--- config.mk ---
export PLATFORM = sky130hd
export DESIGN_NAME = riscv_exu_wb_arb
export DESIGN_NICKNAME = d
export VERILOG_FILES = /design/src/rtl/riscv_exu_wb_arb.sv
export SDC_FILE = /design/constraint.sdc
export NUM_CORES = 1
export LEC_CHECK = 0
export BUFFER_PORTS_ARGS = -buffer_cell sky130_fd_sc_hd__buf_2
export CAP_MARGIN = 20
export CORE_AREA = 2 2 507 509
export CTS_CLUSTER_SIZE = 16
export DETAILED_ROUTE_END_ITERATION = 12
export DIE_AREA = 0 0 509 511
export HOLD_SLACK_MARGIN = 0.06
export PLACE_DENSITY = 0.3
export SLEW_MARGIN = 20
export SYNTH_ARGS = -nofsm -noshare
export SYNTH_HDL_FRONTEND = slang
export SYNTH_SLANG_ARGS = --single-unit
export TNS_END_PERCENT = 50
--- constraint.sdc ---
create_clock -name clock -period 5.8 [get_ports clock]
set_input_delay 0.58 -clock clock [delete_from_list [all_inputs] [get_ports clock]]
set_output_delay 0.58 -clock clock [all_outputs]
set_load 0.1 [all_outputs]
--- src/rtl/riscv_exu_wb_arb.sv ---
// Writeback arbiter for the execute stage: round-robin grant of the single register
// write port among N_REQ execute units, with a one-cycle output stage and RVFI retire stamping.
package riscv_pkg;
   typedef struct packed {
      logic [63:0] order;
      logic [31:0] insn;
      logic        trap;
      logic [4:0]  rs1_addr;
      logic [4:0]  rs2_addr;
      logic [31:0] rs1_rdata;
      logic [31:0] rs2_rdata;
      logic [4:0]  rd_addr;
      logic [31:0] rd_wdata;
      logic [31:0] pc_rdata;
      logic [31:0] pc_wdata;
   } rvfi_t;
endpackage

module riscv_exu_wb_arb #(
   parameter int N_REQ = 3
) (
   input  logic                         clock,
   input  logic                         reset,
   input  logic [N_REQ-1:0]             req_vld,
   input  logic [N_REQ-1:0][4:0]        req_rd,
   input  logic [N_REQ-1:0]             req_rd_used,
   input  logic [N_REQ-1:0][31:0]       req_data,
   input  riscv_pkg::rvfi_t [N_REQ-1:0] req_rvfi,
   output logic [N_REQ-1:0]             req_rdy,
   output logic                         register_write_en,
   output logic [4:0]                   register_write,
   output logic [31:0]                  register_write_data,
   output logic                         register_unlock_en,
   output logic [4:0]                   register_unlock,
   output logic                         rvfi_valid,
   output riscv_pkg::rvfi_t             rvfi,
   output logic [63:0]                  retire_count
);

   localparam int PTR_W = (N_REQ > 1) ? $clog2(N_REQ) : 1;

   logic [PTR_W-1:0]  rr_ptr;
   logic [PTR_W-1:0]  win;
   logic              found;

   logic              out_vld;
   logic [4:0]        out_rd;
   logic              out_rd_used;
   logic [31:0]       out_data;
   riscv_pkg::rvfi_t  out_rvfi;
   logic              out_writes_rd;

   // Grant depends only on req_vld and rr_ptr, so no path exists from our outputs back to req_rdy.
   always_comb begin
      int idx;
      found   = 1'b0;
      win     = '0;
      req_rdy = '0;
      idx     = 0;
      for (int k = 0; k < N_REQ; k++) begin
         idx = int'(rr_ptr) + k;
         if (idx >= N_REQ) idx = idx - N_REQ;
         if (!found && req_vld[idx]) begin
            found = 1'b1;
            win   = idx[PTR_W-1:0];
         end
      end
      if (found) req_rdy[win] = 1'b1;
   end

   always_ff @(posedge clock or negedge reset) begin
      if (!reset) begin
         rr_ptr <= '0;
      end else if (found) begin
         rr_ptr <= (win == PTR_W'(N_REQ - 1)) ? '0 : win + PTR_W'(1);
      end
   end

   // Payload is held after retirement; only the valid bit decides whether it is acted on.
   always_ff @(posedge clock or negedge reset) begin
      if (!reset) begin
         out_vld     <= 1'b0;
         out_rd      <= '0;
         out_rd_used <= 1'b0;
         out_data    <= '0;
         out_rvfi    <= '0;
      end else begin
         out_vld <= found;
         if (found) begin
            out_rd      <= req_rd[win];
            out_rd_used <= req_rd_used[win];
            out_data    <= req_data[win];
            out_rvfi    <= req_rvfi[win];
         end
      end
   end

   always_ff @(posedge clock or negedge reset) begin
      if (!reset) begin
         retire_count <= '0;
      end else if (out_vld) begin
         retire_count <= retire_count + 64'd1;
      end
   end

   // x0 destinations retire normally but never write or unlock.
   assign out_writes_rd       = out_vld & out_rd_used & (out_rd != 5'd0);
   assign register_write_en   = out_writes_rd;
   assign register_write      = out_rd;
   assign register_write_data = out_data;
   assign register_unlock_en  = out_writes_rd;
   assign register_unlock     = out_rd;
   assign rvfi_valid          = out_vld;

   always_comb begin
      rvfi       = out_rvfi;
      rvfi.order = retire_count;
   end

endmodule

==> results of run 1 <==
## critical path: stages (launching register included)
cell and delay, ns:
sky130_fd_sc_hd__dfrtp_1 0.37, sky130_fd_sc_hd__inv_1 0.07, sky130_fd_sc_hd__ha_1 0.44, sky130_fd_sc_hd__a21boi_1 0.12, sky130_fd_sc_hd__nor3_1 0.26, sky130_fd_sc_hd__o221a_4 0.65
sky130_fd_sc_hd__nand2_8 0.37, sky130_fd_sc_hd__nor2_4 0.62, sky130_fd_sc_hd__buf_12 0.25
## what timing repair did
item,CTS,global route
hold endpoints to repair,67,0
hold buffers,1,0
endpoints found under the setup margin,0,0
setup buffers,0,0
## per-layer routing
layer	share of wire	vias to the layer above	global-route usage	wire length (um)
met2	0.49	953	0.193	72600
met1	0.38	9187	0.119	57000
met4	0.043	14	0.0431	6450
li1	-	8369	-	-
met5	0.00063	-	0	94
met3	0.086	198	0.0387	12900
## stage by stage
step           hold slack (ns)  instances
2_1_floorplan            0.284       1709
3_3_place_gp             0.461       6030
3_5_place_dp             0.469       6030
4_1_cts                 0.0625       6119
5_1_grt                  0.100       6124
6_report                 0.148       6142
## registers in the layout, indices dropped and copies added (netlist names)
register,flops
register_write_data,32
register_unlock,5
retire_count,64
rr_ptr,2
rvfi_valid,1
out_rd_used,1
rvfi,208
## logic make-up (layout without fill, tap and decap cells)
family / count (synthesis) / count (layout) / share of synthesized area
compound gates: 654 / 654 / 0.275
mux: 4 / 4 / 0.00251
flops: 313 / 313 / 0.476
other cells: 0 / 23 / 0
simple gates: 431 / 431 / 0.133
xor+xnor: 63 / 63 / 0.0335
fa+ha+maj: 4 / 4 / 0.00304
buf+inv: 240 / 1266 / 0.0767
## final timing paths
| path | start | endpoint | slack [ns] | cells past startpoint |
|---|---|---|---|---|
| max reg2reg | rr_ptr[0] | rvfi[136] | 1.69 | 11 |
| max | rr_ptr[0] | req_rdy[1] | 1.29 | 8 |
| max in group asynchronous | reset | rvfi[75] | 3.98 | 3 |
| min | req_rvfi[112] | rvfi[112] | 0.15 | 2 |
| min in group asynchronous | reset | rvfi[98] | 0.54 | 2 |
| min reg2reg | register_write_data[30] | register_write_data[30] | 0.47 | 2 |
## cell type report
cell class                 instances  area share
antenna                           23     0.00210
clock buffer                      69      0.0501
clock inverter                    19     0.00924
inverter                           8     0.00165
multi-input combinational       1156       0.273
sequential                       313       0.286
tap                             3384       0.155
timing repair buffer            1170       0.222
## layout by cell type (no fill, tap or decap), types with 2 or more instances in the layout
cell / n
sky130_fd_sc_hd__buf_2: 1124
sky130_fd_sc_hd__buf_4: 36
sky130_fd_sc_hd__inv_8: 2
sky130_fd_sc_hd__and2_1: 3
sky130_fd_sc_hd__clkinv_2: 10
sky130_fd_sc_hd__a31oi_1: 2
sky130_fd_sc_hd__ha_1: 4
sky130_fd_sc_hd__and3_1: 151
sky130_fd_sc_hd__a211oi_1: 134
sky130_fd_sc_hd__a211oi_2: 14
sky130_fd_sc_hd__nor2b_1: 3
sky130_fd_sc_hd__clkbuf_16: 48
sky130_fd_sc_hd__and4_1: 8
sky130_fd_sc_hd__xor2_1: 23
sky130_fd_sc_hd__clkbuf_1: 12
sky130_fd_sc_hd__xnor2_1: 40
sky130_fd_sc_hd__dfrtp_1: 313
sky130_fd_sc_hd__nor4_1: 3
sky130_fd_sc_hd__nand3_1: 18
sky130_fd_sc_hd__mux2i_1: 3
sky130_fd_sc_hd__nor3_1: 8
sky130_fd_sc_hd__a21oi_1: 2
sky130_fd_sc_hd__o21ai_1: 77
sky130_fd_sc_hd__bufinv_16: 5
sky130_fd_sc_hd__clkbuf_8: 9
sky130_fd_sc_hd__nor2_1: 28
sky130_fd_sc_hd__buf_12: 8
sky130_fd_sc_hd__nand2b_1: 2
sky130_fd_sc_hd__nand2_1: 175
sky130_fd_sc_hd__o21ai_0: 221
sky130_fd_sc_hd__a221o_1: 98
sky130_fd_sc_hd__inv_1: 6
sky130_fd_sc_hd__diode_2: 23
sky130_fd_sc_hd__a22o_1: 98
sky130_fd_sc_hd__nand4_1: 25
==> metrics.md, run 1 <==
| Metric | Value |
|---|---|
| Number of setup violations in the final report | `0` |
| Top cells by area in the synthesized netlist | `sky130_fd_sc_hd__dfrtp_1, sky130_fd_sc_hd__a211oi_1, sky130_fd_sc_hd__o21ai_0` |
| Measured slew at the worst slew-check pin | `1.16 ns` |
| Global-route wire length before repair | `192,000 um` |
| Layout Cell Area excl Fill | `27,400 sq um` |
| Standard cell area after detailed placement | `25,700 sq um` |
| Proportion of layout cells with a drive suffix above 1 | `0.464` |
| Post-Place Worst Slack | `1.61 ns` |
| Fmax | `222 MHz` |
| Via density per instance | `3.05` |
| Buffers on Ports | `1,126` |
| Overall via count from detail_route | `18,721` |
| Maximum number of pins on one net before global-route repair | `111` |
| Category of the critical setup timing path | `reg2out` |
| Hold Fails Final Rpt | `0` |
| Clock network latency to the later pin of the worst-skew pair | `0.66 ns` |
| Effective utilization at floorplan | `0.0645` |
| Max_slew headroom | `0.221` |
| Floorplan row count | `186` |
| Maximum buffer depth of the clock tree | `3` |
| Share of flip-flops with an asynchronous set or reset | `1.00` |
| Width of the die | `509 um` |
| Share of Yosys cell area claimed by the top area cell type | `0.476` |
| Mapped Area | `16,500 sq um` |
| Final Core Density | `0.107` |
| Inserted Clock Buffers | `48` |
| Sequential standard cell area | `7830 sq um` |
| Overall fraction of global-route tracks in use | `0.110` |
| Most area-hungry cell type in the Yosys netlist | `sky130_fd_sc_hd__dfrtp_1` |
| Count of maximum capacitance violations | `0` |
| TritonCTS clock tree | `done` |
| Core area | `255,000 sq um` |
| Clock sink count | `313` |
| Detail-routed net length per standard cell | `24.3 um` |
| Initial drt markers | `987` |
| Max-slew violation total from the final report | `0` |
| Outcome | `finished, final reports clean` |
| Number of global-route vias before repair | `19,694` |
| Footprint of the multi-input gates | `7480 sq um` |
| Min Tclk post-route | `4.51 ns` |
| Flops & latches, synth | `313` |
| GPL Wtd Cong | `0.878` |
| Post-route worst setup slack | `1.29 ns` |
| Final Net Count | `3,636` |
| Global route overflow | `0` |
| Die area | `260,000 sq um` |
| Gate Count Post-Synth | `1,709` |
| Worst Path Max Fanout | `48` |
| Flip-flop cell with the highest count after synthesis | `sky130_fd_sc_hd__dfrtp_1` |
| Setup Skew | `0.0253 ns` |
| Kind of start point of the critical path | `register` |
| Signal arrival time at the worst endpoint | `3.93 ns` |
| Drt pass-1 iters | `6` |
| Number of I/O pins | `1,319` |
| Yosys synthesis warning count | `0` |
| Share of synthesized area occupied by flip-flops and latches | `0.476` |
| Routed Wire Length | `149,000 um` |
| Setup TNS Final | `0 ns` |
| Kind of end point of the critical path | `output pin` |
| Yosys cell types | `46` |
| Total half-perimeter wirelength after legalization and detailed placement | `122,000 um` |
| CTS Root Cell | `sky130_fd_sc_hd__clkbuf_16` |
| Layout-stage area growth over the synthesis result | `66.1%` |
| Number of nets with antenna violations after routing | `0` |
| RSZ-0062 raised after global routing | `no` |
| Post-Synthesis Mean Instance Area | `9.63 sq um` |
| Number of synthesized flops with an enable pin | `0` |
| Clock slew seen by the registers of the worst setup and hold paths | `0.06 ns` |
| DRC violation count after routing | `0` |
| Worst Path Required | `5.22 ns` |
| Max H-tree Level | `2` |
| Commonest cells in the netlist | `sky130_fd_sc_hd__dfrtp_1, sky130_fd_sc_hd__o21ai_0, sky130_fd_sc_hd__nand2_1` |
| Post_cts resized | `0` |
| Fill cell total of the finished layout | `29,760` |
| Cell with the most instances after synthesis | `sky130_fd_sc_hd__dfrtp_1` |
| Type of the most critical hold path | `in2reg` |
| Post-synth net total | `2,648` |
| Die Height | `511 um` |
| Post-route clock period utilization | `0.777` |
| Initial antenna violation count | `49` |
Power of run 1 is not shown: default switching activity piles up to over one toggle a cycle in this logic, so the estimate is an artifact.
==> inputs of run 2 (changes only) <==
CORE_AREA = 2 2 511 513   (was 2 2 507 509)
DIE_AREA = 0 0 513 515   (was 0 0 509 511)
clock period = 4.5 ns   (was 5.8 ns; I/O delays follow)
==> metrics.md, run 2 (synthesized netlist as in run 1, its figures left out) <==
| Metric | Value |
|---|---|
| Outcome | `finished, final reports clean` |
| Largest register FFs | `208` |
| Routed length on met1 | `54,500 um` |
| Slowest Stage Delay on Critical Path | `0.59 ns` |
| Maximum number of pins on one net before global-route repair | `141` |
| Non-filler instance count after layout | `6,612` |
| Effective utilization at floorplan | `0.0637` |
| Max H-tree Level | `2` |
| Commonest non-fill, non-tap cells in the layout | `sky130_fd_sc_hd__buf_2, sky130_fd_sc_hd__dlygate4sd3_1, sky130_fd_sc_hd__dfrtp_1, sky130_fd_sc_hd__o21ai_0, sky130_fd_sc_hd__nand2_1` |
| Max-slew violation total from the final report | `0` |
| Post-placement cell count | `6,055` |
| Hold Fails Final Rpt | `0` |
| Footprint of the multi-input gates | `7420 sq um` |
| Clock network latency to the later pin of the worst-skew pair | `0.68 ns` |
| Global route overflow | `0` |
| Kind of start point of the critical path | `register` |
| Most frequent standard cell in the layout excluding fill and tap cells | `sky130_fd_sc_hd__buf_2` |
| GPL Wtd Cong | `0.847` |
| Routed Wire Length | `149,000 um` |
| Number of setup violations in the final report | `0` |
| Final Net Count | `4,087` |
| Inserted Clock Buffers | `50` |
| Floorplan row count | `187` |
| Topmost layer with routed signal wires | `met5` |
| Drt pass-1 iters | `5` |
| Initial antenna violation count | `52` |
| CTS Root Cell | `sky130_fd_sc_hd__clkbuf_16` |
| Total half-perimeter wirelength after legalization and detailed placement | `119,000 um` |
| Core area | `259,000 sq um` |
| IR Drop Worst-Case VDD | `0.000687 V` |
| Buffers on Ports | `1,126` |
| Slowest cell on the critical path | `sky130_fd_sc_hd__nor2_4` |
| Min Tclk post-route | `4.17 ns` |
| Power density over the cells | `1080 nW/um^2` |
| Sequential standard cell area | `7830 sq um` |
| Layout-stage area growth over the synthesis result | `95.3%` |
| Setup Skew | `0.0238 ns` |
| RSZ-0062 raised after global routing | `no` |
| Clock sink count | `313` |
| Static leakage | `14.6 nW` |
| Post-route clock period utilization | `0.927` |
| Proportion of layout cells with a drive suffix above 1 | `0.400` |
| Count of buffers added by post-CTS timing repair for setup | `0` |
| Overall via count from detail_route | `20,629` |
| Measured slew at the worst slew-check pin | `1.27 ns` |
| Width of the die | `513 um` |
| Clock slew seen by the registers of the worst setup and hold paths | `0.07 ns` |
| Number of global-route vias before repair | `22,003` |
| Post_cts resized | `0` |
| Global-route wire length before repair | `196,000 um` |
| Kind of end point of the critical path | `register` |
| Worst Path Max Fanout | `84` |
| Die area | `264,000 sq um` |
| Maximum buffer depth of the clock tree | `3` |
| Die Height | `515 um` |
| WL met2 | `75,100 um` |
| Count of hold buffers inserted by post-cts repair | `443` |
| TritonCTS clock tree | `done` |
| Category of cells accounting for the largest share of critical-path delay | `buffers and inverters` |
| Signal arrival time at the worst endpoint | `4.78 ns` |
| Detail-routed net length per standard cell | `22.6 um` |
| Via density per instance | `3.12` |
| Critical path buffers and inverters | `4` |
| Category of the critical setup timing path | `reg2reg` |
| Number of I/O pins | `1,319` |
| Count of maximum capacitance violations | `0` |
| Number of nets with antenna violations after routing | `0` |
| Fmax | `240 MHz` |
| DRC violation count after routing | `0` |
| Overall fraction of global-route tracks in use | `0.108` |
| Type of the most critical hold path | `in2reg` |
| Fill cell total of the finished layout | `29,867` |
| Met3 WL | `13,000 um` |
| Critical Path, Cell by Cell | `inv_1 > ha_1 > a21boi_1 > a211oi_1 > and3b_1 > o21ai_4 > inv_8 > nor2_4 > buf_12 > a221o_1 > dlygate4sd3_1` |
| Max_slew headroom | `0.156` |
| Setup TNS Final | `0 ns` |
| Initial drt markers | `1,092` |
| Worst Path Required | `5.11 ns` |
==> run 2: final timing paths <==
| check | start | end | slack [ns] | cells after the start |
|---|---|---|---|---|
| hold reg to reg | rvfi[171] | rvfi[171] | 0.48 | 2 |
| hold / removal | req_rvfi[94] | rvfi[94] | 0.12 | 3 |
| min in group asynchronous | reset | retire_count[30] | 0.44 | 2 |
| setup / recovery | rr_ptr[0] | rvfi[31] | 0.33 | 11 |
| setup reg to reg | rr_ptr[0] | rvfi[31] | 0.33 | 11 |
| max in group asynchronous | reset | rvfi[141] | 2.99 | 3 |
==> run 2: power by group <==
part	internal [mW]	leakage, nW	switching, mW	total, mW
Sequential	4.16	3.87	0.898	5.06
Clock	2.71	0.905	1.79	4.50
Combinational	7.25	9.82	17.9	25.1
==> run 2: stage by stage <==
step	cell area, sq um	worst slack, ns	total power, mW	utilization	hold slack (ns)
floorplan	16500	0.276	20.3	-	0.154
global placement	25800	0.867	27.7	0.0998	0.458
detailed placement	25800	0.851	27.6	0.0998	0.468
CTS	32100	0.245	35.6	0.124	0.0625
global route	32100	0.124	36.8	0.124	0.0986
finish	32100	0.330	34.7	0.124	0.116
==> run 2: cell type report <==
type                    instances  share of cell area
inverters                       8             0.00140
multi-input cells            1156               0.231
repair buffers               1619               0.332
well taps                    3402               0.132
diodes                         21             0.00163
clock buffers                  71              0.0460
flip-flops and latches        313               0.244
clock inverters                22              0.0118
==> run 2: per-layer routing <==
metal | up-vias | GRT usage
met4 | 26 | 0.0464
li1 | 9271 | -
met5 | - | 0
met3 | 186 | 0.0392
met2 | 949 | 0.195
met1 | 10197 | 0.112
==> run 2: worst reg2reg max path, cell delays in order, from the launching register on <==
cell	delay [ns]
sky130_fd_sc_hd__dfrtp_1	0.38
sky130_fd_sc_hd__inv_1	0.07
sky130_fd_sc_hd__ha_1	0.41
sky130_fd_sc_hd__a21boi_1	0.23
sky130_fd_sc_hd__a211oi_1	0.10
sky130_fd_sc_hd__and3b_1	0.21
sky130_fd_sc_hd__o21ai_4	0.40
sky130_fd_sc_hd__inv_8	0.18
sky130_fd_sc_hd__nor2_4	0.61
sky130_fd_sc_hd__buf_12	0.35
sky130_fd_sc_hd__a221o_1	0.61
sky130_fd_sc_hd__dlygate4sd3_1	0.54
Note: power is estimated with default switching activity, not from simulation.
==> inputs of run 3 (changes only) <==
--- a/config.mk
+++ b/config.mk
@@ -7,5 +7,5 @@
 export LEC_CHECK = 0
 export BUFFER_PORTS_ARGS = -buffer_cell sky130_fd_sc_hd__buf_2
-export CAP_MARGIN = 20
+export CAP_MARGIN = 15
 export CORE_AREA = 2 2 511 513
 export CTS_CLUSTER_SIZE = 16
==> constraint.sdc (replaced) <==
create_clock -name clock -period 4.5 [get_ports clock]
set_input_delay 0.9 -clock clock [delete_from_list [all_inputs] [get_ports clock]]
set_output_delay 0.9 -clock clock [all_outputs]
set_load 0.1 [all_outputs]
==> metrics.md, run 3 (synthesized netlist as in run 1, its figures left out) <==
| Metric | Value |
|---|---|
| Clock network latency to the later pin of the worst-skew pair | `0.66 ns` |
| Number of I/O pins | `1,319` |
| Via density per instance | `3.05` |
| Max_slew headroom | `0.329` |
| Fill cell total of the finished layout | `30,152` |
| Global-route wire length before repair | `191,000 um` |
| Hold Fails Final Rpt | `0` |
| Drt pass-1 iters | `6` |
| Register-to-register setup slack | `0.97 ns` |
| Min Tclk post-route | `4.17 ns` |
| Measured slew at the worst slew-check pin | `1.01 ns` |
| Category of the critical setup timing path | `reg2out` |
| Count of buffers added by post-CTS timing repair for setup | `0` |
| Final Net Count | `3,660` |
| Setup TNS Final | `0 ns` |
| Clock sink count | `313` |
| Total half-perimeter wirelength after legalization and detailed placement | `121,000 um` |
| Most frequent standard cell in the layout excluding fill and tap cells | `sky130_fd_sc_hd__buf_2` |
| CTS Root Cell | `sky130_fd_sc_hd__clkbuf_16` |
| Proportion of layout cells with a drive suffix above 1 | `0.467` |
| Max H-tree Level | `2` |
| Setup Skew | `0.0185 ns` |
| Final Hold Slack | `0.304 ns` |
| Core area | `259,000 sq um` |
| Worst Path Max Fanout | `65` |
| Global route overflow | `0` |
| Floorplan row count | `187` |
| End of the worst register-to-register path | `register_write_data[29]` |
| Count of hold buffers inserted by post-cts repair | `0` |
| GPL Wtd Cong | `0.827` |
| Initial antenna violation count | `65` |
| Maximum buffer depth of the clock tree | `3` |
| Type of the most critical hold path | `in2async` |
| Footprint of the multi-input gates | `7430 sq um` |
| Buffers on Ports | `1,126` |
| Kind of end point of the critical path | `output pin` |
| Number of setup violations in the final report | `0` |
| Detail-routed net length per standard cell | `23.8 um` |
| Routed Wire Length | `148,000 um` |
| Layout-stage area growth over the synthesis result | `67.8%` |
| Commonest non-fill, non-tap cells in the layout | `sky130_fd_sc_hd__buf_2, sky130_fd_sc_hd__dfrtp_1, sky130_fd_sc_hd__o21ai_0, sky130_fd_sc_hd__nand2_1, sky130_fd_sc_hd__and3_1` |
| Fmax | `240 MHz` |
| Sequential standard cell area | `7830 sq um` |
| R2r startpoint | `rr_ptr[0]` |
| Initial drt markers | `919` |
| Clock slew seen by the registers of the worst setup and hold paths | `0.06 ns` |
| TritonCTS clock tree | `done` |
| Max-slew violation total from the final report | `0` |
| Signal arrival time at the worst endpoint | `3.27 ns` |
| DRC violation count after routing | `0` |
| Number of nets with antenna violations after routing | `0` |
| Kind of start point of the critical path | `register` |
| Count of maximum capacitance violations | `0` |
| Maximum number of pins on one net before global-route repair | `111` |
| RSZ-0062 raised after global routing | `no` |
| Number of global-route vias before repair | `19,912` |
| Capturing instance or port of the critical path | `req_rdy[1]` |
| Depth of the worst register-to-register path | `11` |
| Overall fraction of global-route tracks in use | `0.107` |
| Effective utilization at floorplan | `0.0637` |
| Outcome | `finished, final reports clean` |
| Post-route clock period utilization | `0.928` |
| Largest register FFs | `208` |
| Inserted Clock Buffers | `49` |
| Die area | `264,000 sq um` |
| Overall via count from detail_route | `18,862` |
| Worst setup startpoint | `rr_ptr[0]` |
| Worst Path Required | `3.60 ns` |
| Die Height | `515 um` |
| Width of the die | `513 um` |
==> run 3: final cells by class <==
| cell class | instances | area share |
|---|---|---|
| Timing Repair Buffer | 1193 | 0.230 |
| Clock buffer | 67 | 0.0501 |
| Inverter | 8 | 0.00181 |
| Antenna cell | 32 | 0.00290 |
| Multi-Input combinational cell | 1156 | 0.269 |
| Sequential cell | 313 | 0.283 |
| Tap cell | 3402 | 0.154 |
| Clock inverter | 22 | 0.00856 |
==> run 3: stage by stage <==
stage                      util  cells  cell area (sq um)  setup WS (ns)
final                     0.107   6193              27600          0.326
after global routing      0.107   6178              27600        0.00889
after CTS                 0.107   6161              27600         0.0535
after detailed placement  0.100   6072              25900          0.556
after global placement    0.100   6072              25900          0.584
after floorplan               -   1709              16500          0.171
==> run 3: worst min-delay path by stage <==
| stage | slack [ns] | cells past startpoint | endpoint | start |
|---|---|---|---|---|
| after floorplan | 0.45 | 2 | out_rd_used | out_rd_used |
| after global placement | 0.46 | 2 | register_write_data[16] | register_write_data[16] |
| after detailed placement | 0.47 | 2 | rvfi[0] | rvfi[0] |
| after CTS | 0.28 | 1 | retire_count[30] | reset |
| after global routing | 0.32 | 1 | retire_count[32] | reset |
| final | 0.30 | 1 | retire_count[30] | reset |
==> run 3: critical path: stages, from the launching register on <==
cell and delay [ns]:
sky130_fd_sc_hd__dfrtp_1 0.38, sky130_fd_sc_hd__inv_1 0.07, sky130_fd_sc_hd__ha_1 0.41, sky130_fd_sc_hd__a21boi_1 0.22, sky130_fd_sc_hd__a211oi_1 0.10, sky130_fd_sc_hd__o21ai_1 0.33, sky130_fd_sc_hd__nor2b_4 0.13, sky130_fd_sc_hd__inv_12 0.26
sky130_fd_sc_hd__nand2_8 0.23, sky130_fd_sc_hd__nor2_4 0.24, sky130_fd_sc_hd__buf_12 0.20
==> run 3: metal layers <==
layer | wire (um) | track usage | up-vias
li1 | - | - | 8419
met1 | 55000 | 0.115 | 9251
met2 | 73400 | 0.190 | 987
met3 | 13400 | 0.0391 | 189
met4 | 5680 | 0.0412 | 16
met5 | 105 | 0 | -
==> run 3: timing repair <==
item                       4_1_cts  5_1_grt
pin swaps                        0        1
gates resized for setup          1        0
setup endpoints to repair        1        1
Power of run 3 is left out for the same reason.
